**src/rtl/cmos_i2c_arbiter_if.sv**
```systemverilog
// cmos_i2c_arbiter_if: requester and driver bundle for the
// camera I2C arbiter. master = requester/driver side.
`timescale 1ns/1ps
interface cmos_i2c_arbiter_if #(
   parameter int ADDR_W = 16
);
   logic              req0_valid;
   logic              req0_rh_wl;
   logic [ADDR_W-1:0] req0_addr;
   logic [7:0]        req0_wdata;
   logic              req0_grant;
   logic              req0_done;
   logic [7:0]        req0_rdata;
   logic              req0_err;

   logic              req1_valid;
   logic              req1_rh_wl;
   logic [ADDR_W-1:0] req1_addr;
   logic [7:0]        req1_wdata;
   logic              req1_grant;
   logic              req1_done;
   logic [7:0]        req1_rdata;
   logic              req1_err;

   logic              drv_exec;
   logic              drv_rh_wl;
   logic [ADDR_W-1:0] drv_addr;
   logic [7:0]        drv_wdata;
   logic              drv_done;
   logic              drv_ack;
   logic [7:0]        drv_rdata;

   logic              busy;
   logic              owner;
   logic              timeout_evt;

   modport master (
      output req0_valid, req0_rh_wl,
      output req0_addr, req0_wdata,
      input  req0_grant, req0_done,
      input  req0_rdata, req0_err,
      output req1_valid, req1_rh_wl,
      output req1_addr, req1_wdata,
      input  req1_grant, req1_done,
      input  req1_rdata, req1_err,
      input  drv_exec, drv_rh_wl,
      input  drv_addr, drv_wdata,
      output drv_done, drv_ack, drv_rdata,
      input  busy, owner, timeout_evt
   );

   modport slave (
      input  req0_valid, req0_rh_wl,
      input  req0_addr, req0_wdata,
      output req0_grant, req0_done,
      output req0_rdata, req0_err,
      input  req1_valid, req1_rh_wl,
      input  req1_addr, req1_wdata,
      output req1_grant, req1_done,
      output req1_rdata, req1_err,
      output drv_exec, drv_rh_wl,
      output drv_addr, drv_wdata,
      input  drv_done, drv_ack, drv_rdata,
      output busy, owner, timeout_evt
   );
endinterface

```
**src/rtl/cmos_i2c_arbiter.sv**
```systemverilog
// cmos_i2c_arbiter: shares one camera I2C driver between the
// config sequencer (req0) and the runtime access port (req1).
`timescale 1ns/1ps
module cmos_i2c_arbiter #(
   parameter int          PRIORITY_MODE = 0,
   parameter logic [15:0] TIMEOUT_CYC   = 16'd60000,
   parameter int          ADDR_W        = 16
) (
   input logic               clk,
   input logic               rst_n,
   cmos_i2c_arbiter_if.slave bus
);

   typedef enum logic [1:0] {
      S_IDLE,
      S_ISSUE,
      S_WAIT,
      S_RESP
   } state_t;

   localparam logic        RR_MODE = (PRIORITY_MODE == 1);
   localparam logic [15:0] TO_LAST = TIMEOUT_CYC - 16'd1;

   state_t            state_q, state_d;
   logic [15:0]       cnt_q, cnt_d;
   logic              rr_q, rr_d;
   logic              owner_q, owner_d;
   logic              rh_wl_q, rh_wl_d;
   logic [ADDR_W-1:0] addr_q, addr_d;
   logic [7:0]        wdata_q, wdata_d;
   logic              exec_q, exec_d;
   logic              grant0_q, grant0_d;
   logic              grant1_q, grant1_d;
   logic              done0_q, done0_d;
   logic              done1_q, done1_d;
   logic [7:0]        rdata0_q, rdata0_d;
   logic [7:0]        rdata1_q, rdata1_d;
   logic              err0_q, err0_d;
   logic              err1_q, err1_d;
   logic              tevt_q, tevt_d;
   logic              pick1;

   // rr_q=1 means req1 is preferred on the next tie
   assign pick1 = bus.req1_valid &
                  (~bus.req0_valid | (RR_MODE & rr_q));

   // next-state and output computation
   always_comb begin
      state_d  = state_q;
      cnt_d    = cnt_q;
      rr_d     = rr_q;
      owner_d  = owner_q;
      rh_wl_d  = rh_wl_q;
      addr_d   = addr_q;
      wdata_d  = wdata_q;
      rdata0_d = rdata0_q;
      rdata1_d = rdata1_q;
      err0_d   = err0_q;
      err1_d   = err1_q;
      exec_d   = 1'b0;
      grant0_d = 1'b0;
      grant1_d = 1'b0;
      done0_d  = 1'b0;
      done1_d  = 1'b0;
      tevt_d   = 1'b0;
      unique case (state_q)
         S_IDLE: begin
            if (bus.req0_valid | bus.req1_valid) begin
               state_d  = S_ISSUE;
               exec_d   = 1'b1;
               owner_d  = pick1;
               rr_d     = ~pick1;
               grant0_d = ~pick1;
               grant1_d = pick1;
               if (pick1) begin
                  rh_wl_d = bus.req1_rh_wl;
                  addr_d  = bus.req1_addr;
                  wdata_d = bus.req1_wdata;
               end else begin
                  rh_wl_d = bus.req0_rh_wl;
                  addr_d  = bus.req0_addr;
                  wdata_d = bus.req0_wdata;
               end
            end
         end
         S_ISSUE: begin
            state_d = S_WAIT;
            cnt_d   = 16'd0;
         end
         S_WAIT: begin
            if (bus.drv_done) begin
               state_d = S_RESP;
               if (owner_q) begin
                  rdata1_d = bus.drv_rdata;
                  err1_d   = bus.drv_ack;
                  done1_d  = 1'b1;
               end else begin
                  rdata0_d = bus.drv_rdata;
                  err0_d   = bus.drv_ack;
                  done0_d  = 1'b1;
               end
            end else if (cnt_q == TO_LAST) begin
               state_d = S_RESP;
               tevt_d  = 1'b1;
               if (owner_q) begin
                  rdata1_d = 8'h00;
                  err1_d   = 1'b1;
                  done1_d  = 1'b1;
               end else begin
                  rdata0_d = 8'h00;
                  err0_d   = 1'b1;
                  done0_d  = 1'b1;
               end
            end else begin
               cnt_d = cnt_q + 16'd1;
            end
         end
         S_RESP: begin
            state_d = S_IDLE;
         end
         default: begin
            state_d = S_IDLE;
         end
      endcase
   end

   // state and registered outputs
   always_ff @(posedge clk or negedge rst_n) begin
      if (!rst_n) begin
         state_q  <= S_IDLE;
         cnt_q    <= 16'd0;
         rr_q     <= 1'b0;
         owner_q  <= 1'b0;
         rh_wl_q  <= 1'b0;
         addr_q   <= '0;
         wdata_q  <= 8'h00;
         exec_q   <= 1'b0;
         grant0_q <= 1'b0;
         grant1_q <= 1'b0;
         done0_q  <= 1'b0;
         done1_q  <= 1'b0;
         rdata0_q <= 8'h00;
         rdata1_q <= 8'h00;
         err0_q   <= 1'b0;
         err1_q   <= 1'b0;
         tevt_q   <= 1'b0;
      end else begin
         state_q  <= state_d;
         cnt_q    <= cnt_d;
         rr_q     <= rr_d;
         owner_q  <= owner_d;
         rh_wl_q  <= rh_wl_d;
         addr_q   <= addr_d;
         wdata_q  <= wdata_d;
         exec_q   <= exec_d;
         grant0_q <= grant0_d;
         grant1_q <= grant1_d;
         done0_q  <= done0_d;
         done1_q  <= done1_d;
         rdata0_q <= rdata0_d;
         rdata1_q <= rdata1_d;
         err0_q   <= err0_d;
         err1_q   <= err1_d;
         tevt_q   <= tevt_d;
      end
   end

   assign bus.req0_grant  = grant0_q;
   assign bus.req0_done   = done0_q;
   assign bus.req0_rdata  = rdata0_q;
   assign bus.req0_err    = err0_q;
   assign bus.req1_grant  = grant1_q;
   assign bus.req1_done   = done1_q;
   assign bus.req1_rdata  = rdata1_q;
   assign bus.req1_err    = err1_q;
   assign bus.drv_exec    = exec_q;
   assign bus.drv_rh_wl   = rh_wl_q;
   assign bus.drv_addr    = addr_q;
   assign bus.drv_wdata   = wdata_q;
   assign bus.busy        = (state_q != S_IDLE);
   assign bus.owner       = owner_q;
   assign bus.timeout_evt = tevt_q;

endmodule

```
**src/flat_wrapper.sv**
```systemverilog
// flat-port wrapper written by rule: the top's interface ports become plain ports
module cmos_i2c_arbiter_flat 
#(
   parameter int          PRIORITY_MODE = 0,
   parameter logic [15:0] TIMEOUT_CYC   = 16'd60000,
   parameter int          ADDR_W        = 16
)
  (clk, rst_n, bus_req0_valid, bus_req0_rh_wl, bus_req0_addr, bus_req0_wdata, bus_req0_grant, bus_req0_done, bus_req0_rdata, bus_req0_err, bus_req1_valid, bus_req1_rh_wl, bus_req1_addr, bus_req1_wdata, bus_req1_grant, bus_req1_done, bus_req1_rdata, bus_req1_err, bus_drv_exec, bus_drv_rh_wl, bus_drv_addr, bus_drv_wdata, bus_drv_done, bus_drv_ack, bus_drv_rdata, bus_busy, bus_owner, bus_timeout_evt);
  cmos_i2c_arbiter_if #(.ADDR_W(ADDR_W)) bus_i ();
  input logic clk;
  input logic rst_n;
  input wire logic [$bits(bus_i.req0_valid)-1:0] bus_req0_valid;
  input wire logic [$bits(bus_i.req0_rh_wl)-1:0] bus_req0_rh_wl;
  input wire logic [$bits(bus_i.req0_addr)-1:0] bus_req0_addr;
  input wire logic [$bits(bus_i.req0_wdata)-1:0] bus_req0_wdata;
  output wire logic [$bits(bus_i.req0_grant)-1:0] bus_req0_grant;
  output wire logic [$bits(bus_i.req0_done)-1:0] bus_req0_done;
  output wire logic [$bits(bus_i.req0_rdata)-1:0] bus_req0_rdata;
  output wire logic [$bits(bus_i.req0_err)-1:0] bus_req0_err;
  input wire logic [$bits(bus_i.req1_valid)-1:0] bus_req1_valid;
  input wire logic [$bits(bus_i.req1_rh_wl)-1:0] bus_req1_rh_wl;
  input wire logic [$bits(bus_i.req1_addr)-1:0] bus_req1_addr;
  input wire logic [$bits(bus_i.req1_wdata)-1:0] bus_req1_wdata;
  output wire logic [$bits(bus_i.req1_grant)-1:0] bus_req1_grant;
  output wire logic [$bits(bus_i.req1_done)-1:0] bus_req1_done;
  output wire logic [$bits(bus_i.req1_rdata)-1:0] bus_req1_rdata;
  output wire logic [$bits(bus_i.req1_err)-1:0] bus_req1_err;
  output wire logic [$bits(bus_i.drv_exec)-1:0] bus_drv_exec;
  output wire logic [$bits(bus_i.drv_rh_wl)-1:0] bus_drv_rh_wl;
  output wire logic [$bits(bus_i.drv_addr)-1:0] bus_drv_addr;
  output wire logic [$bits(bus_i.drv_wdata)-1:0] bus_drv_wdata;
  input wire logic [$bits(bus_i.drv_done)-1:0] bus_drv_done;
  input wire logic [$bits(bus_i.drv_ack)-1:0] bus_drv_ack;
  input wire logic [$bits(bus_i.drv_rdata)-1:0] bus_drv_rdata;
  output wire logic [$bits(bus_i.busy)-1:0] bus_busy;
  output wire logic [$bits(bus_i.owner)-1:0] bus_owner;
  output wire logic [$bits(bus_i.timeout_evt)-1:0] bus_timeout_evt;
  assign bus_i.req0_valid = bus_req0_valid;
  assign bus_i.req0_rh_wl = bus_req0_rh_wl;
  assign bus_i.req0_addr = bus_req0_addr;
  assign bus_i.req0_wdata = bus_req0_wdata;
  assign bus_req0_grant = bus_i.req0_grant;
  assign bus_req0_done = bus_i.req0_done;
  assign bus_req0_rdata = bus_i.req0_rdata;
  assign bus_req0_err = bus_i.req0_err;
  assign bus_i.req1_valid = bus_req1_valid;
  assign bus_i.req1_rh_wl = bus_req1_rh_wl;
  assign bus_i.req1_addr = bus_req1_addr;
  assign bus_i.req1_wdata = bus_req1_wdata;
  assign bus_req1_grant = bus_i.req1_grant;
  assign bus_req1_done = bus_i.req1_done;
  assign bus_req1_rdata = bus_i.req1_rdata;
  assign bus_req1_err = bus_i.req1_err;
  assign bus_drv_exec = bus_i.drv_exec;
  assign bus_drv_rh_wl = bus_i.drv_rh_wl;
  assign bus_drv_addr = bus_i.drv_addr;
  assign bus_drv_wdata = bus_i.drv_wdata;
  assign bus_i.drv_done = bus_drv_done;
  assign bus_i.drv_ack = bus_drv_ack;
  assign bus_i.drv_rdata = bus_drv_rdata;
  assign bus_busy = bus_i.busy;
  assign bus_owner = bus_i.owner;
  assign bus_timeout_evt = bus_i.timeout_evt;
  cmos_i2c_arbiter #(.PRIORITY_MODE(PRIORITY_MODE), .TIMEOUT_CYC(TIMEOUT_CYC), .ADDR_W(ADDR_W)) u_core (.clk(clk), .rst_n(rst_n), .bus(bus_i));
endmodule
```
**config.mk**
```make
export PLATFORM = sky130hd
export DESIGN_NAME = cmos_i2c_arbiter_flat
export DESIGN_NICKNAME = d
export VERILOG_FILES = /design/src/rtl/cmos_i2c_arbiter_if.sv /design/src/rtl/cmos_i2c_arbiter.sv /design/src/flat_wrapper.sv
export SDC_FILE = /design/constraint.sdc
export NUM_CORES = 1
export LEC_CHECK = 0
export BUFFER_PORTS_ARGS = -buffer_cell sky130_fd_sc_hd__buf_2
export CAP_MARGIN = 30
export CORE_MARGIN = 3
export CORE_UTILIZATION = 23
export DETAILED_ROUTE_END_ITERATION = 10
export PLACE_DENSITY_LB_ADDON = 0.15
export SLEW_MARGIN = 20
export SYNTH_ARGS = -nofsm -noshare
export SYNTH_HDL_FRONTEND = slang
export SYNTH_SLANG_ARGS = --single-unit
export TNS_END_PERCENT = 5
```
**constraint.sdc**
```tcl
create_clock -name clk -period 5.1 [get_ports clk]
set_input_delay 1.53 -clock clk [delete_from_list [all_inputs] [get_ports clk]]
set_output_delay 1.53 -clock clk [all_outputs]
set_load 0.01 [all_outputs]
```
==> results of run 1 <==
## critical path, cell delays in order (launching register included)
cell and delay, ps:
dfrtp_1 380, inv_1 120, ha_1 290, inv_1 70, buf_2 140
## metal layers
metal	wire (µm)	GRT usage [%]
met1	3410	13.4
met2	3560	16.2
met3	1030	7.10
met4	131	3.64
met5	0	0
## synthesized netlist by cell type (3+ instances only)
library cell	n	share of area [%]
dfrtp_1	68	54
nand2_1	48	5.7
mux2i_1	34	11
o21ai_0	29	4.6
inv_1	13	1.6
nor2_1	10	1.2
a32o_1	8	2.6
clkbuf_1	8	0.96
o2bb2ai_1	8	2.2
nand4_1	6	1.2
ha_1	5	2.0
a31oi_1	4	0.80
buf_2	4	0.64
nand2b_1	3	0.60
nand3_1	3	0.48
o22a_1	3	0.84
## layout make-up
type                            instances  share of cell area (%)
Multi-Input combinational cell        192                    31.4
Tap cell                              176                    5.19
Timing Repair Buffer                  116                    13.8
Clock inverter                          4                    2.24
Clock buffer                           12                    6.05
Inverter                               13                    1.15
Sequential cell                        68                    40.1
## how the worst max path moves through the flow
| stage | depth (start not counted) | end |
|---|---|---|
| global placement | 4 | u_core.bus.drv_addr[14] |
| global route | 4 | bus_busy |
| floorplan | 4 | u_core.cnt_q[15] |
| detailed placement | 4 | u_core.bus.drv_addr[15] |
| finish | 4 | bus_busy |
| CTS | 4 | bus_busy |
## state kept, by name, summed over array words and instances (netlist names), 2 cells and up
name,count
u_core.bus.req1_rdata,8
u_core.bus.req0_rdata,8
u_core.bus.drv_addr,16
u_core.cnt_q,16
u_core.bus.drv_wdata,8
u_core.state_q,2
## metrics by stage
stage	util (%)	hold slack, ps
4_1_cts	31.9	482
3_5_place_dp	29.2	469
3_3_place_gp	29.2	459
2_1_floorplan	-	464
6_report	31.9	472
5_1_grt	31.9	500
## where the power goes
| group | internal (mW) | switching (mW) | total (mW) |
|---|---|---|---|
| sequential | 0.735 | 0.118 | 0.852 |
| combinational | 0.301 | 0.429 | 0.730 |
| clock | 0.503 | 0.225 | 0.728 |
| total | 1.54 | 0.771 | 2.31 |
## cell families after synthesis
family | after synthesis
mux | 35
fa+ha+maj | 5
simple gates | 90
buf+inv | 27
compound gates | 62
flops | 68
==> summary.md, run 1 <==
| Metric | Value |
|---|---|
| Final setup slack of the worst path | 2230 ps |
| Cell count after synthesis | 287 |
| Worst setup slack for register-to-register paths | 2830 ps |
| Number of buffers added for setup after CTS | 0 |
| Main combinational cell family by area after synthesis | simple AND/OR/NAND/NOR gates |
| Post-synthesis net count | 356 |
| Number of I/O port buffers | 114 |
| Number of distinct library cell variants in the gate-level netlist after synthesis | 42 |
| Most common cell after layout, fill and taps aside | buf_2 |
| Final setup violation count | 0 |
| Count of pins over their slew limit | 0 |
| Maximum root-to-sink buffer count | 2 |
| Startpoint kind of the worst setup timing path | register |
| Worst hold path startpoint | u_core.bus.drv_wdata[7] |
| Share of layout cells above drive strength 1 | 35.1% |
| Post-layout power | 2.31 mW |
| Placer Congestion | 0.721 |
| Initial antenna violation count | 0 |
| FF-to-FF Start | u_core.state_q[0] |
| Die boundary height | 123 µm |
| Clock H-tree levels | 3 |
| Transition at the pin with the smallest max-transition slack | 966 ps |
| Syn_area_per_cell | 10.9 µm² |
| Global-route total usage across every layer | 11.1% |
| Number of filler cells placed in the layout | 1,419 |
| Detailed-route wire length | 8130 µm |
| Routed len/inst | 14.0 µm |
| Final hold violation count | 0 |
| Vias per inst | 4.45 |
| Worst slack at placement | 2090 ps |
| Synthesized-area fraction occupied by xor and xnor cells | 0% |
| Area of the multi-input gates | 0.00133 mm² |
| Required time at the worst-slack endpoint | 3570 ps |
| Area of the mapped netlist | 0.00314 mm² |
| Area taken by flip-flops and latches | 0.00170 mm² |
| Most used flip-flop cell after synthesis | dfrtp_1 |
| Sum of net half-perimeters after detailed placement | 5860 µm |
| Number of cells traversed by the worst register-to-register path | 6 |
| Fmax achieved | 0.349 GHz |
| Rel. slew slack | 35.5% |
| Setup CP Type | reg -> out |
| Register area share after synthesis | 54.2% |
| Clock period minus final worst setup slack | 2870 ps |
| Data arrival time at the worst-slack endpoint | 1340 ps |
| Compound-Gate Fraction of Synth Area | 14.1% |
| Clock-pin slew reported for the worst setup and hold paths after clock tree synthesis | 60 ps |
| Hold Path Cell Cnt | 2 |
| Maximum fanout count along the critical path | 5 |
| Area of the core | 0.0133 mm² |
| Floorplan row count | 42 |
| Number of enable-type register cells in the synthesized netlist | 0 |
| Clock latency on the worst-skew pair | 330 ps |
| Nets | 469 |
| Nature of the critical path endpoint | output pin |
| Peak supply drop | 0.000251 V |
| Master cell of the clock root buffer | clkbuf_16 |
| Fraction of synthesis flops using an asynchronous set or reset pin | 100% |
| Cell area reported after detailed placement | 0.00389 mm² |
| Fraction of the mapped netlist area in simple logic gates | 14.8% |
| 1st-pass router iterations | 4 |
| Sum of overflow across all layers after global routing | 0 |
| Type of the tightest min-delay check | reg -> reg |
| Number of remaining DRC errors | 0 |
| Die ar. | 0.0151 mm² |
| Final instance area | 0.00424 mm² |
| Num Clock Sinks | 68 |
| Flip-flop and latch count after synthesis | 68 |
| Leakage Power | 2.12 nW |
| Starting utilization of the core area | 23.6% |
| Via count of the first global-routing pass | 2,592 |
| Layout area overhead | 35.1% |
| Adder-Cell Fraction of Synth Area | 1.99% |
| Final ANT Viol Nets | 0 |
| Clock Skew | 8.47 ps |
| CTS tree | yes |
| Total placed cells including tap cells | 565 |
| YS warnings | 0 |
| Launch point of the worst path | u_core.state_q[0] |
| Run status | finished clean |
| End of the worst register-to-register path | u_core.cnt_q[15] |
| Number of buffers created by CTS | 9 |
| First-iteration detailed-routing DRC count | 107 |
| Endpoint of the worst hold-timing path | u_core.bus.drv_wdata[7] |
| First-pass GRT wire length | 12,900 µm |
| Largest net degree at the start of global routing | 39 |
| Die Width | 123 µm |
| Commonest cells after routing, fill and taps aside | 114 x buf_2, 68 x dfrtp_1, 48 x nand2_1 |
| Post-synthesis mux area share | 11.2% |
| Setup repair after global routing missed its margin | false |
| Total inserted antenna cells | 0 |
| Final non-filler cell total | 581 |
| Number of max-cap violations | 0 |
| Overall via count from detail_route | 2,585 |
| IO Count | 115 |
| Cell Pwr Density | 545 mW/mm² |
| Aggregate negative setup slack | 0 ps |
| Hold buffer count at cts | 0 |
| Final period utilization | 56.2% |
| Quantity of gates resized following cts | 0 |
(Power assumes the default switching activity.)
==> inputs of run 2 (changes only) <==
--- a/config.mk
+++ b/config.mk
@@ -5,6 +5,7 @@
 export SDC_FILE = /design/constraint.sdc
 export NUM_CORES = 1
 export LEC_CHECK = 0
+export ABC_AREA = 1
 export BUFFER_PORTS_ARGS = -buffer_cell sky130_fd_sc_hd__buf_2
 export CAP_MARGIN = 30
 export CORE_MARGIN = 3
==> constraint.sdc (replaced) <==
create_clock -name clk -period 2.4 [get_ports clk]
set_input_delay 0.72 -clock clk [delete_from_list [all_inputs] [get_ports clk]]
set_output_delay 0.72 -clock clk [all_outputs]
set_load 0.01 [all_outputs]
==> run 2 against run 1 <==
  * Sequential power rose by 110%
  * Synthesized cell count rose by 47%
  * Routed wire length rose by 12%
  * Setup slack got worse by 1900 ps
  * Critical path type unchanged
  * Worst hold slack got worse by 57 ps
  * Flip-flop and latch count did not move
  * First-iteration DRC count rose by 45%
  * Critical path depth did not move
  * Combinational power rose by 150%
  * Clock power rose by 95%
  * Critical endpoint unchanged
==> summary.md, run 2 <==
| Metric | Value |
|---|---|
| Vias per inst | 4.30 |
| Setup CP Type | reg -> out |
| Aggregate negative setup slack | 0 ps |
| Startpoint kind of the worst setup timing path | register |
| First-iteration detailed-routing DRC count | 155 |
| YS warnings | 0 |
| Clock-pin slew reported for the worst setup and hold paths after clock tree synthesis | 60 ps |
| IO Count | 115 |
| Yosys top cell area share | 49.5% |
| Global-route total usage across every layer | 11.7% |
| Cell count after synthesis | 422 |
| Number of remaining DRC errors | 0 |
| Layout area overhead | 31.7% |
| Peak supply drop | 0.000402 V |
| Commonest cells after routing, fill and taps aside | 142 x nand2_1, 114 x buf_2, 68 x dfrtp_1 |
| Maximum root-to-sink buffer count | 2 |
| Via count of the first global-routing pass | 3,067 |
| Largest net degree at the start of global routing | 69 |
| Nets | 603 |
| Post-layout power | 5.06 mW |
| Most used flip-flop cell after synthesis | dfrtp_1 |
| Number of I/O port buffers | 114 |
| Number of distinct library cell variants in the gate-level netlist after synthesis | 28 |
| Rel. slew slack | 69.4% |
| First-pass GRT wire length | 15,300 µm |
| Placer Congestion | 0.755 |
| Fraction of synthesis flops using an asynchronous set or reset pin | 100% |
| Quantity of gates resized following cts | 0 |
| Number of cells traversed by the worst register-to-register path | 7 |
| Starting utilization of the core area | 23.6% |
| End of the worst register-to-register path | u_core.cnt_q[15] |
| Sum of overflow across all layers after global routing | 0 |
| Area of the mapped netlist | 0.00344 mm² |
| Flip-flop and latch count after synthesis | 68 |
| Most common cell in the netlist | nand2_1 |
| Master cell of the clock root buffer | clkbuf_16 |
| Number of max-cap violations | 0 |
| Number of filler cells placed in the layout | 1,528 |
| Area of the core | 0.0146 mm² |
| Die Width | 128 µm |
| Num Clock Sinks | 68 |
| Hold buffer count at cts | 0 |
| Syn_area_per_cell | 8.14 µm² |
| Setup repair after global routing missed its margin | false |
| Clock period minus final worst setup slack | 2100 ps |
| Total inserted antenna cells | 0 |
| Worst setup slack for register-to-register paths | 590 ps |
| Maximum fanout count along the critical path | 4 |
| Routed len/inst | 12.6 µm |
| Nature of the critical path endpoint | output pin |
| Share of layout cells above drive strength 1 | 30.1% |
| Fmax achieved | 0.477 GHz |
| Clock Skew | 6.18 ps |
| CTS tree | yes |
| Largest stage delay on the critical path | 370 ps |
| Detailed-route wire length | 9070 µm |
| Die boundary height | 128 µm |
| Area of the multi-input gates | 0.00153 mm² |
| Register area share after synthesis | 49.5% |
| Number of enable-type register cells in the synthesized netlist | 0 |
| Sequence of cells on the critical path | inv_1 -> ha_1 -> inv_1 -> buf_2 |
| Area taken by flip-flops and latches | 0.00170 mm² |
| Count of pins over their slew limit | 0 |
| Final period utilization | 87.4% |
| Final setup violation count | 0 |
| Biggest area consumer among synthesized cells | dfrtp_1 |
| Transition at the pin with the smallest max-transition slack | 459 ps |
| Clock H-tree levels | 3 |
| Most common cell after layout, fill and taps aside | nand2_1 |
| Area contributors post-synth | dfrtp_1 50%, nand2_1 16%, nor2_1 5.8%, a31oi_1 4.6%, nand4_1 4.4% |
| Number of buffers added for setup after CTS | 0 |
| Commonest cells in the synthesized netlist | 142 x nand2_1, 68 x dfrtp_1, 53 x nor2_1 |
| Type of the tightest min-delay check | in -> async |
| Post-synthesis net count | 491 |
| Final ANT Viol Nets | 0 |
| Worst-path cell with the longest stage delay | dfrtp_1 |
| Required time at the worst-slack endpoint | 1680 ps |
| Die ar. | 0.0164 mm² |
| Most prevalent standard cell on the critical path | inv_1 |
| Leakage Power | 2.26 nW |
| Initial antenna violation count | 0 |
| Sum of net half-perimeters after detailed placement | 6560 µm |
| FF-to-FF Start | u_core.cnt_q[0] |
| Final hold violation count | 0 |
| Clock latency on the worst-skew pair | 330 ps |
| Floorplan row count | 44 |
| Cell Pwr Density | 1120 mW/mm² |
| Run status | finished clean |
| Number of buffers created by CTS | 9 |
| Data arrival time at the worst-slack endpoint | 1380 ps |
| Overall via count from detail_route | 3,108 |
| 1st-pass router iterations | 5 |
run 2: changes by cell type after synthesis, sizes merged, moves of 18 or more:
cell and change:
a31oi +21, mux2i -34, nand2 +103, nand4 +18, nor2 +46, o21ai -18
run 2: critical path: cells and delay by family (launching register included):
family                   cells  cell delay (ps)
adder cells (fa/ha/maj)      1              230
buffers and inverters        3              440
flip-flops                   1              370
run 2: cell type report:
class                   count  area share [%]
clock buffers              11            5.36
clock inverters             4            1.63
inverters                  30            2.49
multi-input cells         306            33.8
flip-flops and latches     68            37.6
well taps                 184            5.09
repair buffers            119            14.0
run 2: worst max-delay path by stage:
stage | start | to | slack, ps | depth (start not counted)
finish | u_core.state_q[0] | bus_busy | 300 | 4
global route | u_core.state_q[0] | bus_busy | 160 | 4
CTS | u_core.state_q[0] | bus_busy | 260 | 4
detailed placement | bus_req1_valid | u_core.bus.drv_addr[2] | 470 | 6
global placement | bus_req1_valid | u_core.bus.drv_addr[2] | 430 | 6
floorplan | bus_drv_done | u_core.cnt_q[10] | 820 | 6
run 2: logic make-up after synthesis:
kind of cell / Yosys count / share of synthesized area, %
adders and majority gates: 5 / 1.82
DFF: 68 / 49.5
xor gates and xnor gates: 7 / 1.78
and+or+nand+nor: 254 / 32.8
AOI/OAI and AO/OA: 40 / 7.86
buffers and inverters: 48 / 6.26
run 2: per-layer routing:
metal / up-vias / track usage (%) / share of wire (%)
met4: 0 / 4.87 / 1.7
met1: 1390 / 16.5 / 50
met2: 101 / 16.2 / 41
li1: 1603 / - / -
met3: 14 / 4.04 / 7.1
met5: - / 0 / 0
run 2: stage by stage:
stage          setup WS, ps  instance area, µm²  util, %  hold WS [ps]  cells
3_3_place_gp            426                4210     28.9           453    707
4_1_cts                 264                4530     31.0           427    722
5_1_grt                 160                4530     31.0           447    722
6_report                303                4530     31.0           415    722
3_5_place_dp            469                4210     28.9           458    707
2_1_floorplan           818                3440        -           424    422
run 2: report_power, final:
part	internal (mW)	switching, mW	total (mW)
clock network	0.932	0.488	1.42
registers	1.57	0.266	1.83
logic	0.687	1.12	1.81
==> inputs of run 3 (changes only) <==
--- a/config.mk
+++ b/config.mk
@@ -6,11 +6,11 @@
 export NUM_CORES = 1
 export LEC_CHECK = 0
 export ABC_AREA = 1
-export BUFFER_PORTS_ARGS = -buffer_cell sky130_fd_sc_hd__buf_2
 export CAP_MARGIN = 30
 export CORE_MARGIN = 3
 export CORE_UTILIZATION = 23
 export DETAILED_ROUTE_END_ITERATION = 10
+export DONT_BUFFER_PORTS = 1
 export PLACE_DENSITY_LB_ADDON = 0.15
 export SLEW_MARGIN = 20
 export SYNTH_ARGS = -nofsm -noshare
==> run 3 against run 2 <==
  * Critical path depth is 1 lower
  * Highest routed layer unchanged
  * Worst hold slack got worse by 330 ps
  * Design area decreased by 13%
==> summary.md, run 3 (same netlist as run 2, synthesis figures left out) <==
| Metric | Value |
|---|---|
| Run status | finished clean |
| Worst setup slack for register-to-register paths | 580 ps |
| Final setup violation count | 0 |
| Number of buffers added for setup after CTS | 0 |
| Clock H-tree levels | 3 |
| Clock period minus final worst setup slack | 1980 ps |
| Hold buffer count at cts | 0 |
| Nets | 488 |
| Setup CP Type | reg -> out |
| Number of max-cap violations | 0 |
| Launch point of the worst path | u_core.state_q[0] |
| End of the worst register-to-register path | u_core.cnt_q[15] |
| Commonest cells after routing, fill and taps aside | 142 x nand2_1, 68 x dfrtp_1, 53 x nor2_1 |
| Worst slack at placement | 515 ps |
| Maximum fanout count along the critical path | 4 |
| Required time at the worst-slack endpoint | 1680 ps |
| Layout area overhead | 14.1% |
| Nature of the critical path endpoint | output pin |
| Vias per inst | 4.57 |
| Rel. slew slack | 64.7% |
| First-iteration detailed-routing DRC count | 165 |
| Fmax achieved | 0.506 GHz |
| Area of the core | 0.0146 mm² |
| Aggregate negative setup slack | 0 ps |
| Starting utilization of the core area | 23.6% |
| Leakage Power | 1.79 nW |
| Sum of net half-perimeters after detailed placement | 6320 µm |
| Die ar. | 0.0164 mm² |
| Largest net degree at the start of global routing | 69 |
| Count of pins over their slew limit | 0 |
| Num Clock Sinks | 68 |
| Final period utilization | 82.4% |
| Overall via count from detail_route | 2,777 |
| Data arrival time at the worst-slack endpoint | 1260 ps |
| Cell Pwr Density | 1180 mW/mm² |
| Number of I/O port buffers | 0 |
| Detailed-route wire length | 9010 µm |
| Initial antenna violation count | 0 |
| Clock latency on the worst-skew pair | 330 ps |
| Global-route total usage across every layer | 11.5% |
| Transition at the pin with the smallest max-transition slack | 529 ps |
| CTS tree | yes |
| Via count of the first global-routing pass | 2,773 |
| Capturing instance or port of the critical path | bus_busy |
| Number of buffers created by CTS | 9 |
| Peak supply drop | 0.000565 V |
| Startpoint kind of the worst setup timing path | register |
| Master cell of the clock root buffer | clkbuf_16 |
| 1st-pass router iterations | 5 |
| Setup repair after global routing missed its margin | false |
| Routed len/inst | 14.8 µm |
| First-pass GRT wire length | 14,800 µm |
| Quantity of gates resized following cts | 0 |
| Sum of overflow across all layers after global routing | 0 |
| Maximum root-to-sink buffer count | 2 |
| Type of the tightest min-delay check | in -> async |
| FF-to-FF Start | u_core.cnt_q[0] |
| Placer Congestion | 0.732 |
| Clock Skew | 6.15 ps |
| Share of layout cells above drive strength 1 | 11.6% |
| Number of remaining DRC errors | 0 |
| Final ANT Viol Nets | 0 |
| IO Count | 115 |
| Final hold violation count | 0 |
| Number of cells traversed by the worst register-to-register path | 7 |
| Most common cell after layout, fill and taps aside | nand2_1 |
| Core occupancy in the finished layout | 26.9% |
| Die Width | 128 µm |
| Floorplan row count | 44 |
| Total inserted antenna cells | 0 |
| Final setup slack of the worst path | 423 ps |
| Clock-pin slew reported for the worst setup and hold paths after clock tree synthesis | 60 ps |
| Die boundary height | 128 µm |
[run 3: worst max-delay path, stage by stage (launching register included)]
cell,delay (ps)
dfrtp_1,380
inv_1,90
ha_1,240
inv_1,230
[run 3: power breakdown]
part	internal, mW	switching, mW
Sequential	1.57	0.535
Combinational	0.375	0.735
Clock	0.905	0.511
[run 3: per-stage QoR]
| stage | power (mW) | instance area [µm²] | hold slack [ps] | cells |
|---|---|---|---|---|
| 6_report | 4.63 | 3920 | 88.0 | 608 |
| 5_1_grt | 5.00 | 3920 | 51.1 | 608 |
| 4_1_cts | 4.72 | 3920 | 64.8 | 608 |
| 3_5_place_dp | 3.27 | 3610 | 431 | 592 |
| 3_3_place_gp | 3.27 | 3610 | 430 | 592 |
| 2_1_floorplan | 2.99 | 3440 | 424 | 422 |
[run 3: area by class of cell]
type / count / area (µm²)
Clock buffer: 9 / 225
Inverter: 30 / 113
Sequential cell: 68 / 1700
Timing Repair Buffer: 4 / 30.0
Fill cell: 1555 / 10700
Tap cell: 184 / 230
Multi-Input combinational cell: 306 / 1530
Clock inverter: 7 / 91.3
[run 3: routing by layer]
| layer | vias to the layer above | GRT usage (%) | wire [µm] | share of wire [%] |
|---|---|---|---|---|
| li1 | 1375 | - | - | - |
| met1 | 1293 | 14.6 | 4020 | 45 |
| met2 | 105 | 17.4 | 4140 | 46 |
| met3 | 4 | 5.75 | 788 | 8.7 |
| met4 | 0 | 3.25 | 63 | 0.70 |
| met5 | - | 0 | 0 | 0 |
[run 3: how the worst min path moves through the flow]
stage	from	endpoint	slack [ps]	cells after the start
after floorplan	rst_n	u_core.bus.drv_addr[0]	420	0
after global routing	rst_n	u_core.bus.timeout_evt	50	0
after detailed placement	rst_n	u_core.cnt_q[8]	430	0
after CTS	rst_n	u_core.cnt_q[6]	60	0
final	rst_n	u_core.bus.timeout_evt	90	0
after global placement	rst_n	u_core.cnt_q[12]	430	0
